[config.mk]
export PLATFORM = sky130hd
export DESIGN_NAME = nn_avalon_csr_bridge_flat
export DESIGN_NICKNAME = d
export VERILOG_FILES = /design/src/rtl/nn_bridge_pkg.sv /design/src/rtl/nn_avalon_csr_bridge_if.sv /design/src/rtl/nn_run_ctrl.sv /design/src/rtl/nn_avalon_csr_bridge.sv /design/src/flat_wrapper.sv
export SDC_FILE = /design/constraint.sdc
export NUM_CORES = 1
export LEC_CHECK = 0
export BUFFER_PORTS_ARGS = -buffer_cell sky130_fd_sc_hd__buf_2
export CORE_ASPECT_RATIO = 1.5
export CORE_MARGIN = 3
export CORE_UTILIZATION = 46
export CTS_CLUSTER_DIAMETER = 120
export DETAILED_ROUTE_END_ITERATION = 8
export PLACE_DENSITY = 0.71
export SYNTH_ARGS = -nofsm -noshare
export SYNTH_HDL_FRONTEND = slang
export SYNTH_HIERARCHICAL = 1
export SYNTH_SLANG_ARGS = --single-unit
[constraint.sdc]
create_clock -name clock -period 3.37 [get_ports clock]
set_clock_uncertainty 0.05 [all_clocks]
set_input_delay 0.674 -clock clock [delete_from_list [all_inputs] [get_ports clock]]
set_output_delay 0.674 -clock clock [all_outputs]
set_load 0.005 [all_outputs]
[src/rtl/nn_bridge_pkg.sv]
// Shared constants, FSM state type and sign-extension helper for the NN CSR bridge.
package nn_bridge_pkg;

    // Word offsets of the fixed CSRs; input registers start at IN_BASE.
    localparam int unsigned ADDR_CTRL   = 0;
    localparam int unsigned ADDR_STATUS = 1;
    localparam int unsigned ADDR_CYCLES = 2;
    localparam int unsigned IN_BASE     = 4;

    // CTRL bit positions.
    localparam int unsigned CTRL_START  = 0;
    localparam int unsigned CTRL_IRQ_EN = 1;
    localparam int unsigned CTRL_CLR    = 2;

    // STATUS bit positions.
    localparam int unsigned STAT_BUSY    = 0;
    localparam int unsigned STAT_DONE    = 1;
    localparam int unsigned STAT_TIMEOUT = 2;
    localparam int unsigned STAT_ERR     = 3;

    // Widest result the sign-extension helper can produce.
    localparam int unsigned SEXT_MAX_W = 64;

    typedef enum logic {
        ST_IDLE = 1'b0,
        ST_RUN  = 1'b1
    } run_state_t;

    // Sign-extend the low 'width' bits of value to SEXT_MAX_W bits.
    function automatic logic [SEXT_MAX_W-1:0] sign_extend(
        input logic [SEXT_MAX_W-1:0] value,
        input int unsigned           width
    );
        int unsigned             sh;
        logic [SEXT_MAX_W-1:0]   shifted;
        sh      = SEXT_MAX_W - width;
        shifted = value << sh;
        return SEXT_MAX_W'($signed(shifted) >>> sh);
    endfunction

endpackage

[src/rtl/nn_avalon_csr_bridge_if.sv]
// Avalon-MM slave bus bundle between the host and the NN CSR bridge.
interface nn_avalon_csr_bridge_if #(
    parameter int unsigned W      = 32,
    parameter int unsigned ADDR_W = 5
);
    logic [ADDR_W-1:0] address;
    logic              chipselect;
    logic              write;
    logic              read;
    logic [W-1:0]      writedata;
    logic [W-1:0]      readdata;

    modport master (
        output address, chipselect, write, read, writedata,
        input  readdata
    );

    modport slave (
        input  address, chipselect, write, read, writedata,
        output readdata
    );
endinterface

[src/rtl/nn_run_ctrl.sv]
// Start/done handshake FSM with cycle counter, timeout, sticky flags and interrupt.
module nn_run_ctrl
    import nn_bridge_pkg::*;
#(
    parameter int unsigned W              = 32,
    parameter int unsigned TIMEOUT_CYCLES = 1024
) (
    input  logic         clock,
    input  logic         reset,
    input  logic         ctrl_wr,
    input  logic         wr_start,
    input  logic         wr_irq_en,
    input  logic         wr_clr,
    input  logic         in_wr,
    input  logic         core_done,
    output logic         core_start,
    output logic         busy,
    output logic         done,
    output logic         timeout,
    output logic         err,
    output logic         irq_en,
    output logic         irq,
    output logic [W-1:0] cycles,
    output logic         capture_c
);

    run_state_t   state_q, state_d;
    logic [W-1:0] count_q, count_d, count_inc_c;
    logic [W-1:0] cycles_d;
    logic         done_d, timeout_d, err_d, irq_en_d, irq_d, start_d;

    assign busy = (state_q == ST_RUN);

    // State and flag registers.
    always_ff @(posedge clock) begin
        if (reset) begin
            state_q    <= ST_IDLE;
            count_q    <= '0;
            cycles     <= '0;
            done       <= 1'b0;
            timeout    <= 1'b0;
            err        <= 1'b0;
            irq_en     <= 1'b0;
            irq        <= 1'b0;
            core_start <= 1'b0;
        end else begin
            state_q    <= state_d;
            count_q    <= count_d;
            cycles     <= cycles_d;
            done       <= done_d;
            timeout    <= timeout_d;
            err        <= err_d;
            irq_en     <= irq_en_d;
            irq        <= irq_d;
            core_start <= start_d;
        end
    end

    // Next-state logic; flag sets are evaluated after CLR so a coincident set wins.
    always_comb begin
        state_d     = state_q;
        count_d     = count_q;
        cycles_d    = cycles;
        done_d      = done;
        timeout_d   = timeout;
        err_d       = err;
        irq_en_d    = irq_en;
        start_d     = 1'b0;
        capture_c   = 1'b0;
        count_inc_c = (&count_q) ? count_q : count_q + W'(1);

        if (ctrl_wr) begin
            irq_en_d = wr_irq_en;
            if (wr_clr) begin
                done_d    = 1'b0;
                timeout_d = 1'b0;
                err_d     = 1'b0;
            end
        end

        case (state_q)
            ST_IDLE: begin
                if (ctrl_wr && wr_start) begin
                    start_d = 1'b1;
                    count_d = '0;
                    state_d = ST_RUN;
                end
            end
            ST_RUN: begin
                count_d = count_inc_c;
                if ((ctrl_wr && wr_start) || in_wr) begin
                    err_d = 1'b1;
                end
                if (core_done) begin
                    capture_c = 1'b1;
                    done_d    = 1'b1;
                    cycles_d  = count_q;
                    state_d   = ST_IDLE;
                end else if ((TIMEOUT_CYCLES != 0) &&
                             (count_inc_c == W'(TIMEOUT_CYCLES))) begin
                    timeout_d = 1'b1;
                    state_d   = ST_IDLE;
                end
            end
            default: state_d = ST_IDLE;
        endcase

        irq_d = done_d & irq_en_d;
    end

endmodule

[src/rtl/nn_avalon_csr_bridge.sv]
// Avalon-MM CSR bridge to one NN inference core: register file, read mux and run control.
module nn_avalon_csr_bridge
    import nn_bridge_pkg::*;
#(
    parameter int unsigned W              = 32,
    parameter int unsigned ADDR_W         = 5,
    parameter int unsigned BIT_WIDTH      = 9,
    parameter int unsigned FRACTION_WIDTH = 4,
    parameter int unsigned NUM_IN         = 2,
    parameter int unsigned NUM_OUT        = 1,
    parameter int unsigned TIMEOUT_CYCLES = 1024
) (
    input  logic                          clock,
    input  logic                          reset,
    nn_avalon_csr_bridge_if.slave         bus,
    output logic                          irq,
    output logic                          core_start,
    input  logic                          core_done,
    output logic [NUM_IN*BIT_WIDTH-1:0]   core_inputs,
    input  logic [NUM_OUT*BIT_WIDTH-1:0]  core_outputs
);

    localparam int unsigned OUT_BASE = IN_BASE + NUM_IN;

    // Reject parameter sets the address map or data path cannot hold.
    if ((IN_BASE + NUM_IN + NUM_OUT > (1 << ADDR_W)) || (W > SEXT_MAX_W) ||
        (BIT_WIDTH > W) || (FRACTION_WIDTH >= BIT_WIDTH)) begin : g_param_check
        $error("nn_avalon_csr_bridge: unsupported parameter combination");
    end

    logic                         wr_en_c, ctrl_wr_c, in_wr_c, capture_c;
    logic                         busy, done, timeout, err, irq_en;
    logic [W-1:0]                 cycles;
    logic [W-1:0]                 rd_data_c;
    logic [NUM_OUT*BIT_WIDTH-1:0] out_q;
    logic                         unused_wdata_c;

    assign unused_wdata_c = ^bus.writedata[W-1:BIT_WIDTH];

    assign wr_en_c   = bus.chipselect & bus.write;
    assign ctrl_wr_c = wr_en_c && (bus.address == ADDR_W'(ADDR_CTRL));

    // Any write landing on an input register.
    always_comb begin
        in_wr_c = 1'b0;
        for (int i = 0; i < NUM_IN; i++) begin
            if (wr_en_c && (bus.address == ADDR_W'(IN_BASE + i))) begin
                in_wr_c = 1'b1;
            end
        end
    end

    nn_run_ctrl #(
        .W              (W),
        .TIMEOUT_CYCLES (TIMEOUT_CYCLES)
    ) u_run_ctrl (
        .clock      (clock),
        .reset      (reset),
        .ctrl_wr    (ctrl_wr_c),
        .wr_start   (bus.writedata[CTRL_START]),
        .wr_irq_en  (bus.writedata[CTRL_IRQ_EN]),
        .wr_clr     (bus.writedata[CTRL_CLR]),
        .in_wr      (in_wr_c),
        .core_done  (core_done),
        .core_start (core_start),
        .busy       (busy),
        .done       (done),
        .timeout    (timeout),
        .err        (err),
        .irq_en     (irq_en),
        .irq        (irq),
        .cycles     (cycles),
        .capture_c  (capture_c)
    );

    // Input registers, frozen while a run is in progress.
    always_ff @(posedge clock) begin
        if (reset) begin
            core_inputs <= '0;
        end else if (wr_en_c && !busy) begin
            for (int i = 0; i < NUM_IN; i++) begin
                if (bus.address == ADDR_W'(IN_BASE + i)) begin
                    core_inputs[i*BIT_WIDTH +: BIT_WIDTH] <= bus.writedata[BIT_WIDTH-1:0];
                end
            end
        end
    end

    // Capture core results on a completed run.
    always_ff @(posedge clock) begin
        if (reset) begin
            out_q <= '0;
        end else if (capture_c) begin
            out_q <= core_outputs;
        end
    end

    // Read mux; unmapped and reserved addresses return zero.
    always_comb begin
        rd_data_c = '0;
        if (bus.address == ADDR_W'(ADDR_CTRL)) begin
            rd_data_c[CTRL_IRQ_EN] = irq_en;
        end else if (bus.address == ADDR_W'(ADDR_STATUS)) begin
            rd_data_c[STAT_BUSY]    = busy;
            rd_data_c[STAT_DONE]    = done;
            rd_data_c[STAT_TIMEOUT] = timeout;
            rd_data_c[STAT_ERR]     = err;
        end else if (bus.address == ADDR_W'(ADDR_CYCLES)) begin
            rd_data_c = cycles;
        end
        for (int i = 0; i < NUM_IN; i++) begin
            if (bus.address == ADDR_W'(IN_BASE + i)) begin
                rd_data_c = W'(sign_extend(
                    SEXT_MAX_W'(core_inputs[i*BIT_WIDTH +: BIT_WIDTH]), BIT_WIDTH));
            end
        end
        for (int j = 0; j < NUM_OUT; j++) begin
            if (bus.address == ADDR_W'(OUT_BASE + j)) begin
                rd_data_c = W'(sign_extend(
                    SEXT_MAX_W'(out_q[j*BIT_WIDTH +: BIT_WIDTH]), BIT_WIDTH));
            end
        end
    end

    // Registered read data with fixed latency of one cycle.
    always_ff @(posedge clock) begin
        if (reset) begin
            bus.readdata <= '0;
        end else if (bus.chipselect && bus.read) begin
            bus.readdata <= rd_data_c;
        end
    end

endmodule

[src/flat_wrapper.sv]
// flat-port wrapper written by rule: the top's interface ports become plain ports
module nn_avalon_csr_bridge_flat import nn_bridge_pkg::*;
#(
    parameter int unsigned W              = 32,
    parameter int unsigned ADDR_W         = 5,
    parameter int unsigned BIT_WIDTH      = 9,
    parameter int unsigned FRACTION_WIDTH = 4,
    parameter int unsigned NUM_IN         = 2,
    parameter int unsigned NUM_OUT        = 1,
    parameter int unsigned TIMEOUT_CYCLES = 1024
)
  (clock, reset, irq, core_start, core_done, core_inputs, core_outputs, bus_address, bus_chipselect, bus_write, bus_read, bus_writedata, bus_readdata);
  nn_avalon_csr_bridge_if #(.W(W), .ADDR_W(ADDR_W)) bus_i ();
  input  logic clock;
  input  logic reset;
  output logic irq;
  output logic core_start;
  input  logic core_done;
  output logic [NUM_IN*BIT_WIDTH-1:0] core_inputs;
  input  logic [NUM_OUT*BIT_WIDTH-1:0] core_outputs;
  input wire logic [$bits(bus_i.address)-1:0] bus_address;
  input wire logic [$bits(bus_i.chipselect)-1:0] bus_chipselect;
  input wire logic [$bits(bus_i.write)-1:0] bus_write;
  input wire logic [$bits(bus_i.read)-1:0] bus_read;
  input wire logic [$bits(bus_i.writedata)-1:0] bus_writedata;
  output wire logic [$bits(bus_i.readdata)-1:0] bus_readdata;
  assign bus_i.address = bus_address;
  assign bus_i.chipselect = bus_chipselect;
  assign bus_i.write = bus_write;
  assign bus_i.read = bus_read;
  assign bus_i.writedata = bus_writedata;
  assign bus_readdata = bus_i.readdata;
  nn_avalon_csr_bridge #(.W(W), .ADDR_W(ADDR_W), .BIT_WIDTH(BIT_WIDTH), .FRACTION_WIDTH(FRACTION_WIDTH), .NUM_IN(NUM_IN), .NUM_OUT(NUM_OUT), .TIMEOUT_CYCLES(TIMEOUT_CYCLES)) u_core (.clock(clock), .reset(reset), .bus(bus_i), .irq(irq), .core_start(core_start), .core_done(core_done), .core_inputs(core_inputs), .core_outputs(core_outputs));
endmodule
# Yosys cells after proc, flatten, opt, wreduce, memory -nomap -nowiden
# Cells that the tools add are included.
# Widths: inputs -> output; s select.
[op_classes]
add_sub_neg = 1
n_mux = 34
n_reduce_logical = 14
bitwise = 3
eq_ne = 7
[ops]
columns = ["operator", "count"]
rows = [
  ["$mux 32", 6],
  ["$pmux 32 s2", 1],
  ["$add 32x1->32 const B", 1],
  ["$eq 32x11->1 const B", 1],
  ["$reduce_and 32->1", 1],
  ["$mux 30", 1],
  ["$mux 28", 1],
  ["$mux 1", 23],
  ["$eq 5x3->1 const B", 3],
  ["$logic_and 1x1->1", 6],
  ["$reduce_and 2->1", 3],
  ["$eq 5x1->1 const B", 1],
  ["$eq 5x2->1 const B", 1],
  ["$logic_not 5->1", 1],
  ["$mux 4", 1],
  ["$and 1x1->1", 2],
  ["$ne 2x2->1 const B", 1],
  ["$pmux 1 s2", 1],
  ["$reduce_or 2->1", 1],
  ["$logic_not 1->1", 1],
  ["$logic_or 1x1->1", 1],
  ["$not 1->1", 1],
]
[totals]
reg_bits = 130
in_bits = 52
output_inout_bits = 52
wordCells = 72

# Longest topological paths before layout
# Gate-level depths: netlist (run 1).
[depth]
depth_word = 7
mapped_depth = 12
mapped_depth_nobuf = 9

# Cells and area by module
# Netlist (run 1), hierarchy kept.
[modules_own_cells]
columns = ["module", "cells_per_inst", "area_per_inst_um2", "seq_area_each_um2", "instances"]
rows = [
  ["nn_run_ctrl", 514, 3865.0, 1421.4, 1],
  ["nn_avalon_csr_bridge", 300, 2556.2, 1181.1, 1],
]

# Worst setup path after synthesis (run 1)
# Ideal clock, no wire load.
[synth_timing]
path_kind = "register -> register"
from = "reg u_core.u_run_ctrl.count_q[0]"
to = "reg u_core.u_run_ctrl.state_q, in the netlist u_core/u_run_ctrl/busy"
period_less_slack_ps = 2890
required_ps = 3206
path_stages_with_launch = 10
path_buffers = 0
setup_ps = 114
path_slack_ps = 480
t_arrival_ps = 2726
path_cell_list = "dfxtp_1 > ha_1 > nand3_1 > or3_1 > nor3_1 > and4_1 > mux2i_1 > nand4_1 > or4_1 > a21o_1"
[synth_via]
elab_chain_len = 6
word_cells_on_any_way = 7
classes_between = "add/sub (1); eq/ne (1); mux (4); reduce/logical (1)"
[synth_rtl]
columns = ["element", "line", "source"]
rows = [
  ["start: declaration", "nn_run_ctrl.sv:28", "logic [W-1:0] count_q, count_d, count_inc_c;"],
  ["start signal: assignment", "nn_run_ctrl.sv:48", "count_q <= count_d;"],
  ["$add 32x1->32 / $reduce_and 32->1 (equally long branches)", "nn_run_ctrl.sv:70", "count_inc_c = (&count_q) ? count_q : count_q + W'(1);"],
  ["$mux 32 (*)", "nn_run_ctrl.sv:70", ""],
  ["$eq 32x11->1 (*)", "nn_run_ctrl.sv:100", "(count_inc_c == W'(TIMEOUT_CYCLES))) begin"],
  ["$mux 1 (*)", "nn_run_ctrl.sv:99", "end else if ((TIMEOUT_CYCLES != 0) &&"],
  ["$mux 1 (*)", "nn_run_ctrl.sv:94", "if (core_done) begin"],
  ["$pmux 1 s2 (*)", "nn_run_ctrl.sv:81", "case (state_q)"],
  ["end signal: assignment", "nn_run_ctrl.sv:47", "state_q <= state_d;"],
  ["end: declaration", "nn_run_ctrl.sv:27", "run_state_t state_q, state_d;"],
]
# Mark *: on every way between the ends. The rest lies on a longest branch, timed or not.
# A chain may end at the register's enable or synchronous reset.

# Worst setup path after layout (run 1)
[layout_timing]
from = "reg u_core.u_run_ctrl.count_q[1]"
to = "reg u_core.u_run_ctrl.state_q, in the netlist u_core/u_run_ctrl/busy"
# Same word-level chain as after synthesis.

==> impl_results.md, run 1 <==
* Setup TNS at 0 ns
* Post-route setup slack at 0.145 ns
* RSZ-0062 raised after global routing: false
* Setup crit start kind: register
* EDFF count, synth at 0
* # setup viols final at 0
* Post-Synthesis Cells at 814
* Clock sinks at 130
* CORE AREA at 13,600 um2
* M2 GR Usage at 38.2%
* Synth cell types at 67
* Clk buf depth at 2
* Die Ht at 151 um
* Routability Congestion at 0.957
* Die footprint at 15,400 um2
* Area fraction of the dominant cell type after synthesis at 40.5%
* Post-Synth Simple-Gate Area at 27.8%
* P_leak at 2.83 nW
* CP peak stage delay at 0.59 ns
* Place WS at 0.0889 ns
* First-pass GRT wire length at 28,500 um
* Worst-path cell chain: ha_1 > nand3_1 > or3_1 > nor3_2 > and4_1 > mux2i_2 > nand4_1 > or4_1 > a21o_1
* Yosys warns at 6
* Starting density of the core at 47.2%
* Vias in the first global route at 5,727
* Met3 Usage GRT at 3.52%
* Root Buffer: clkbuf_16
* Largest family of logic cells by synthesized area: simple AND/OR/NAND/NOR gates
* Final net count at 940
* Status: complete, no violations
* Tot GR Track Use at 23.3%
* Worst Setup End Kind: register
* WL/cell at 16.8 um
* Critical Path Fanout Max at 5
* Total number of vias at 6,182
* Row count at 52
* Synth Area in Compound Gates at 19.9%
* Initial antenna violation count at 0
* Starting DRT DRC Count at 371
* Residual DRC at 0
* Commonest cells after routing, fill and taps aside: 165 x nand2_1, 130 x dfxtp_1, 89 x a21oi_1, 79 x buf_2, 78 x nor2_1
* Final count of pins violating max slew at 0
* Grt total ovfl at 0
* Layout cell share with drive strength beyond 1 at 19.3%
* Top post-synthesis cells by area: dfxtp_1 41%, nand2_1 9.6%, a21oi_1 6.9%, nor2_1 4.6%, mux2i_1 4.4%
* Final core utilization at 55.8%
* Post-CTS setup buffers at 0
* Hold Vio Cnt, Final at 0
* Cells on worst reg2reg path at 9
* CP max-delay cell: or4_1
* Total wire length at 17,800 um
* FFs w/ async S/R, synth at 0%
* Clock latency on the worst-skew pair at 0.41 ns
* Pin count of the biggest net entering global routing at 71
* I/O pin count at 104
* Syn nets at 867
* Leading area contributor after synthesis: dfxtp_1
* Mapped cell area at 6420 um2
* #FFs+latches synth at 130
* Seq/Total Area, Yosys at 40.5%
* Via-to-Cell Ratio at 5.82
* Number of detailed-route iterations in the first pass at 5
* WHS at 0.389 ns
* Dpl cells at 1,030
* Global routing's busiest layer: met2
* Adder-Cell Fraction of Synth Area at 0.195%
* Max IR drop VDD at 250 uV
* Grt met1 use at 28.9%
* Slew margin rel. at 51.0%
* Top FF cell, synth: dfxtp_1
* Achievable frequency at 310 MHz
* Port Buffers at 80
* Clock transition at path regs at 0.06 ns
* Mux cell area share after synthesis at 4.54%
* WS Path Type: reg -> reg
* PD cells at 455 nW/um2
* Max-capacitance violation count at 0
* Commonest non-fill, non-tap cell in the layout: nand2_1
* Final Critical Period at 3.22 ns
* CTS Buf Count at 17
* CTS tree: yes
* WHS Path Cells at 2
* Period utilisation layout at 95.7%
* Finished Layout Cells at 1,062
* Worst slew pin tran at 0.735 ns
* Die width at 102 um
* Hpwl dp at 12,700 um
* H-tree levels at 4
* Area delta synth->final at 18.3%
* Req. time, crit path at 3.63 ns
* ANT cells at 0
* Xor-xnor portion of the synthesized cell area at 1.91%
* Routed Antenna Nets at 0
* Average size of a mapped cell at 7.89 um2
* Crit path arrival time at 3.48 ns
* Worst hold-check path type: reg -> reg
-- per-stage QoR --
stage	instance area, um2	total power (W)
CTS	7580	0.00348
finish	7590	0.00345
floorplan	6420	0.00168
global placement	7020	0.00174
detailed placement	7020	0.00174
global route	7590	0.00357
-- cell families (layout without fill, tap and decap cells) --
family	count (synthesis)	count (layout)
xor+xnor	14	14
compound gates	199	199
fa+ha+maj	1	1
mux	29	29
flops	130	130
buf+inv	70	156
simple gates	371	371
-- cells in the mapped netlist (17+ instances only) --
master / number
nand2_1: 165
dfxtp_1: 130
a21oi_1: 89
nor2_1: 78
clkbuf_1: 39
a211oi_1: 31
nor3_1: 29
mux2i_1: 28
o21ai_0: 20
nand3_1: 18
buf_2: 17
nand4_1: 17
-- worst max-delay path: cells and delay by family, from the launching register on --
family	cells	cell delay (ns)
and+or+nand+nor	6	1.95
DFF	1	0.40
muxes	1	0.29
adders and majority gates	1	0.25
AOI/OAI and AO/OA	1	0.18
-- layout make-up --
type                    count  area [um2]
inverters                   3        11.3
well taps                 162         203
multi-input cells         614        3500
clock inverters            14         129
clock buffers              18         439
fillers                  1295        6000
flip-flops and latches    130        2600
repair buffers            121         711
-- registers in the layout (all words and copies together), names as in the netlist --
signal,count
u_core/bus.readdata,32
u_core/core_inputs,18
u_core/out_q,9
u_core/u_run_ctrl/busy,1
u_core/u_run_ctrl/core_start,1
u_core/u_run_ctrl/count_q,32
u_core/u_run_ctrl/cycles,32
u_core/u_run_ctrl/done,1
u_core/u_run_ctrl/err,1
u_core/u_run_ctrl/irq,1
u_core/u_run_ctrl/irq_en,1
u_core/u_run_ctrl/timeout,1
-- power by group --
group / leakage (nW) / internal (W) / switching (W) / total (W)
registers: 1.05 / 0.00156 / 0.00000946 / 0.00157
logic: 1.51 / 0.0000525 / 0.0000888 / 0.000141
clock network: 0.273 / 0.00104 / 0.000706 / 0.00175
-- metal layers --
metal  wire length, um  part of all wire, %
met4               778                  4.4
met3               818                  4.6
met2              8740                   49
met5                 0                    0
met1              7490                   42
-- path summary, 6_finish.rpt --
path,from,end,slack [ns]
setup reg to reg,u_core/u_run_ctrl/count_q[1],u_core/u_run_ctrl/busy,0.15
setup / recovery,u_core/u_run_ctrl/count_q[1],u_core/u_run_ctrl/busy,0.15
hold reg to reg,u_core/bus.readdata[3],u_core/bus.readdata[3],0.39
hold / removal,u_core/bus.readdata[3],u_core/bus.readdata[3],0.39
-- what timing repair did --
item                                    CTS  global route
gates resized for setup                   0             2
hold buffers                              0             0
endpoints found under the setup margin    0             1
endpoints found under the hold margin     0             0
(Power assumes the default switching activity.)
==> run 2, diff against run 1 <==
- SETUP_SLACK_MARGIN: default -> 0.4
- SLEW_MARGIN: default -> 20
==> impl_results.md, run 2 (synthesis gave the netlist of run 1 again) <==
* WL/cell at 16.9 um
* Die Ht at 151 um
* Commonest cells after routing, fill and taps aside: 163 x nand2_1, 117 x dfxtp_1, 89 x a21oi_1, 79 x buf_2, 78 x nor2_1
* Layout cell share with drive strength beyond 1 at 22.5%
* Die footprint at 15,400 um2
* ANT cells at 0
* Hold Vio Cnt, Final at 0
* Area delta synth->final at 20.5%
* # setup viols final at 0
* Dpl cells at 1,030
* Hpwl dp at 12,700 um
* Clk buf depth at 2
* Worst slew pin tran at 0.739 ns
* Worst Setup End Kind: register
* Clock latency on the worst-skew pair at 0.41 ns
* Fin area at 7740 um2
* Tot GR Track Use at 23.4%
* Die width at 102 um
* Total wire length at 18,100 um
* Worst hold-check path type: reg -> reg
* Placed Area at 7020 um2
* WS Path Type: reg -> reg
* Biggest regs: u_core/bus.readdata: 32 flops, u_core/u_run_ctrl/count_q: 32 flops, u_core/u_run_ctrl/cycles: 32 flops
* CORE AREA at 13,600 um2
* P_leak at 2.89 nW
* Period utilisation layout at 85.9%
* Max IR drop VDD at 251 uV
* Routability Congestion at 0.957
* RSZ-0062 raised after global routing: false
* Critical Path Fanout Max at 6
* Clock transition at path regs at 0.06 ns
* Clock sinks at 130
* Routed Antenna Nets at 0
* Crit path arrival time at 3.15 ns
* Final net count at 945
* Final count of pins violating max slew at 0
* Final Critical Period at 2.89 ns
* H-tree levels at 4
* Status: complete, no violations
* Finished Layout Cells at 1,067
* Max-capacitance violation count at 0
* Pin count of the biggest net entering global routing at 71
* Commonest non-fill, non-tap cell in the layout: nand2_1
* Total number of vias at 6,227
* Setup TNS at 0 ns
* First-pass GRT wire length at 28,600 um
* CTS tree: yes
* Residual DRC at 0
* Setup crit start kind: register
* Row count at 52
* Grt total ovfl at 0
* Slew margin rel. at 50.8%
* Port Buffers at 80
* Number of detailed-route iterations in the first pass at 5
* Req. time, crit path at 3.63 ns
* Via-to-Cell Ratio at 5.84
* CTS Buf Count at 17
* Starting DRT DRC Count at 430
* Root Buffer: clkbuf_16
* I/O pin count at 104
* Achievable frequency at 346 MHz
* Starting density of the core at 47.2%
* Vias in the first global route at 5,741
* PD cells at 446 nW/um2
* Initial antenna violation count at 0
==> run 2: changes by cell type in the layout (fill, tap and decap cells not counted), moves of 2 or more <==
cell	change
dfxtp_1	-13
dfxtp_2	+11
buf_4	+5
dfxtp_4	+2
mux2i_1	-2
mux2i_2	+2
nand2_1	-2
nand2_2	+2
nand3_1	-2
nand3_2	+2
==> run 2: metrics by stage <==
step	total power, W	util, %	worst slack [ns]	hold slack [ns]
2_1_floorplan	0.00168	-	0.480	0.382
3_3_place_gp	0.00174	51.6	0.175	0.374
3_5_place_dp	0.00174	51.6	0.0889	0.382
4_1_cts	0.00348	56.3	0.405	0.391
5_1_grt	0.00357	56.9	0.409	0.416
6_report	0.00345	56.9	0.477	0.386
==> run 2: metal layers <==
metal  GRT usage, %  wire length (um)
met1           29.1              7390
met2           37.9              8880
met3           3.57               955
met4           13.6               842
met5              0                 0
==> run 2: cell type report <==
| class | instances | area [um2] |
|---|---|---|
| repair buffers | 126 | 748 |
| clock inverters | 14 | 129 |
| well taps | 162 | 203 |
| flip-flops and latches | 130 | 2620 |
| multi-input cells | 614 | 3590 |
| fillers | 1277 | 5860 |
| inverters | 3 | 11.3 |
| clock buffers | 18 | 439 |
==> run 2: path summary, 6_finish.rpt <==
| kind | cells after the start | slack (ns) | from | endpoint |
|---|---|---|---|---|
| hold reg to reg | 2 | 0.39 | u_core/bus.readdata[3] | u_core/bus.readdata[3] |
| setup reg to reg | 9 | 0.48 | u_core/u_run_ctrl/count_q[0] | u_core/u_run_ctrl/busy |
| hold / removal | 2 | 0.39 | u_core/bus.readdata[3] | u_core/bus.readdata[3] |
| setup / recovery | 9 | 0.48 | u_core/u_run_ctrl/count_q[0] | u_core/u_run_ctrl/busy |
==> run 2: where the power goes <==
part / internal [W] / switching, W
Combinational: 0.0000526 / 0.0000889
Sequential: 0.00155 / 0.00000950
Clock: 0.00104 / 0.000705
==> run 2: repair_timing <==
item,4_1_cts,5_1_grt
buffers inserted,1,4
setup endpoints to repair,1,1
resized for setup,15,19
pin swaps,0,6
hold endpoints to repair,0,0
hold buffers,0,0
==> run 2: critical path: stages (launching register included) <==
cell and delay, ns:
dfxtp_2 0.35, buf_4 0.14, nand3_1 0.11, or4_4 0.59
a311oi_4 0.42, mux2i_2 0.18, o21ba_1 0.26, nand4_1 0.08
or4_4 0.44, a21o_1 0.17
==> run 3, diff against run 2 <==
- CORE_UTILIZATION: 46 -> 57
- PLACE_DENSITY: 0.71 -> 0.84
==> impl_results.md, run 3 (synthesis gave the netlist of run 1 again) <==
* Status: complete, no violations
* Final Critical Period at 3.01 ns
* Cells on worst reg2reg path at 9
* Biggest regs: u_core/bus.readdata: 32 flops, u_core/u_run_ctrl/count_q: 32 flops, u_core/u_run_ctrl/cycles: 32 flops
* Hold-fix buffers, CTS at 0
* Hold Vio Cnt, Final at 0
* Hpwl dp at 13,300 um
* Setup TNS at 0 ns
* WHS at 0.393 ns
* WS Path Type: reg -> reg
* Clk buf depth at 2
* Initial antenna violation count at 0
* Clock transition at path regs at 0.06 ns
* CP peak stage delay at 0.65 ns
* # fillers at 863
* Row count at 46
* Worst R2R Start: u_core/u_run_ctrl/count_q[1]
* ANT cells at 0
* CTS Buf Count at 17
* Dpl cells at 1,010
* Worst hold-check path type: reg -> reg
* Finished Layout Cells at 1,043
* Crit path arrival time at 3.27 ns
* Period utilisation layout at 89.4%
* Die width at 92.7 um
* Port Buffers at 80
* RSZ-0062 raised after global routing: true
* Clock sinks at 130
* H-tree levels at 4
* Worst-path cell chain: ha_2 > nand3_2 > or4_1 > a211oi_4 > and3_1 > o21ba_1 > nand4_1 > or4_1 > a21o_1
* Total number of vias at 6,535
* Routability Congestion at 1.06
* Root Buffer: clkbuf_16
* First-pass GRT wire length at 30,600 um
* Worst Setup EP: u_core/u_run_ctrl/busy
* Achievable frequency at 332 MHz
* Number of detailed-route iterations in the first pass at 6
* FF-to-FF End: u_core/u_run_ctrl/busy
* Fin area at 7630 um2
* CORE AREA at 10,800 um2
* Die footprint at 12,600 um2
* Via-to-Cell Ratio at 6.27
* PD cells at 458 nW/um2
* Vias in the first global route at 6,246
* Worst Setup End Kind: register
* P_leak at 2.86 nW
* I/O pin count at 104
* Die Ht at 136 um
* CP Launch Point: u_core/u_run_ctrl/count_q[1]
* Slew margin rel. at 28.5%
* # setup viols final at 0
* Max-capacitance violation count at 0
* Tot GR Track Use at 30.3%
* Commonest non-fill, non-tap cell in the layout: nand2_1
* Total wire length at 19,200 um
* Pin count of the biggest net entering global routing at 105
* Layout cell share with drive strength beyond 1 at 20.4%
* Final net count at 939
* Residual DRC at 0
* Critical Path Fanout Max at 5
* WL/cell at 18.4 um
* Clock latency on the worst-skew pair at 0.41 ns
* Routed Antenna Nets at 0
* Grt total ovfl at 0
* Commonest cells after routing, fill and taps aside: 165 x nand2_1, 125 x dfxtp_1, 89 x a21oi_1, 79 x buf_2, 77 x nor2_1
* Req. time, crit path at 3.63 ns
* Worst reg2reg setup slack at 0.36 ns
* Final count of pins violating max slew at 0
* Starting density of the core at 59.7%
* CP max-delay cell: or4_1
* CTS tree: yes
* Setup crit start kind: register
* Placed Area at 6980 um2
* Starting DRT DRC Count at 544
* Top cell by count, worst path: or4_1
* Worst slew pin tran at 1.07 ns
* Area delta synth->final at 18.8%
* Max IR drop VDD at 318 uV
-- run 3: cell count changes in the layout (fill, tap and decap cells not counted), sizes merged --
cell,previous run,this run
clkinv,8,5
inv,5,8
buf,126,120
-- run 3: final cells by class --
class / count / area [um2] / area share [%]
Clock buffer: 18 / 439 / 5.76
Clock inverter: 14 / 145 / 1.90
Inverter: 3 / 11.3 / 0.148
Multi-Input combinational cell: 614 / 3540 / 46.4
Sequential cell: 130 / 2610 / 34.2
Tap cell: 144 / 180 / 2.36
Timing Repair Buffer: 120 / 703 / 9.22
-- run 3: worst min-delay path by stage --
stage	from	end	cells after the start
3_3_place_gp	u_core/bus.readdata[0]	u_core/bus.readdata[0]	2
4_1_cts	u_core/bus.readdata[0]	u_core/bus.readdata[0]	2
3_5_place_dp	u_core/bus.readdata[3]	u_core/bus.readdata[3]	2
2_1_floorplan	u_core/u_run_ctrl/cycles[1]	u_core/u_run_ctrl/cycles[1]	2
5_1_grt	u_core/bus.readdata[3]	u_core/bus.readdata[3]	2
6_report	u_core/bus.readdata[0]	u_core/bus.readdata[0]	2
-- run 3: worst max-delay path: cells and delay by family (launching register included) --
kind            cells  cell delay (ns)
fa+ha+maj           1             0.26
flops               1             0.42
simple gates        5             1.60
compound gates      3             0.57
-- run 3: through the flow --
stage	setup WS (ns)	util, %	power (W)
global placement	0.252	64.8	0.00173
global route	0.315	70.9	0.00360
finish	0.358	70.9	0.00350
detailed placement	0.154	64.8	0.00174
CTS	0.401	70.6	0.00352
floorplan	0.480	-	0.00168
-- run 3: where the power goes --
part	internal [W]	total [W]	switching, W	leakage [nW]
Sequential	0.00156	0.00157	0.00000989	1.05
Combinational	0.0000512	0.000144	0.0000931	1.53
Clock	0.00106	0.00179	0.000727	0.278
Total	0.00267	0.00350	0.000830	2.86
-- run 3: timing repair --
action / CTS / global route
setup buffers: 1 / 0
pin swaps: 3 / 0
resized for setup: 9 / 6
cloned: 0 / 0
setup endpoints to repair: 2 / 2
-- run 3: metal layers --
| layer | vias up | wire length, um | global-route usage [%] |
|---|---|---|---|
| li1 | 3047 | - | - |
| met1 | 3046 | 7120 | 34.1 |
| met2 | 372 | 9880 | 54.8 |
| met3 | 70 | 1490 | 5.32 |
| met4 | 0 | 741 | 14.7 |
| met5 | - | 0 | 0 |
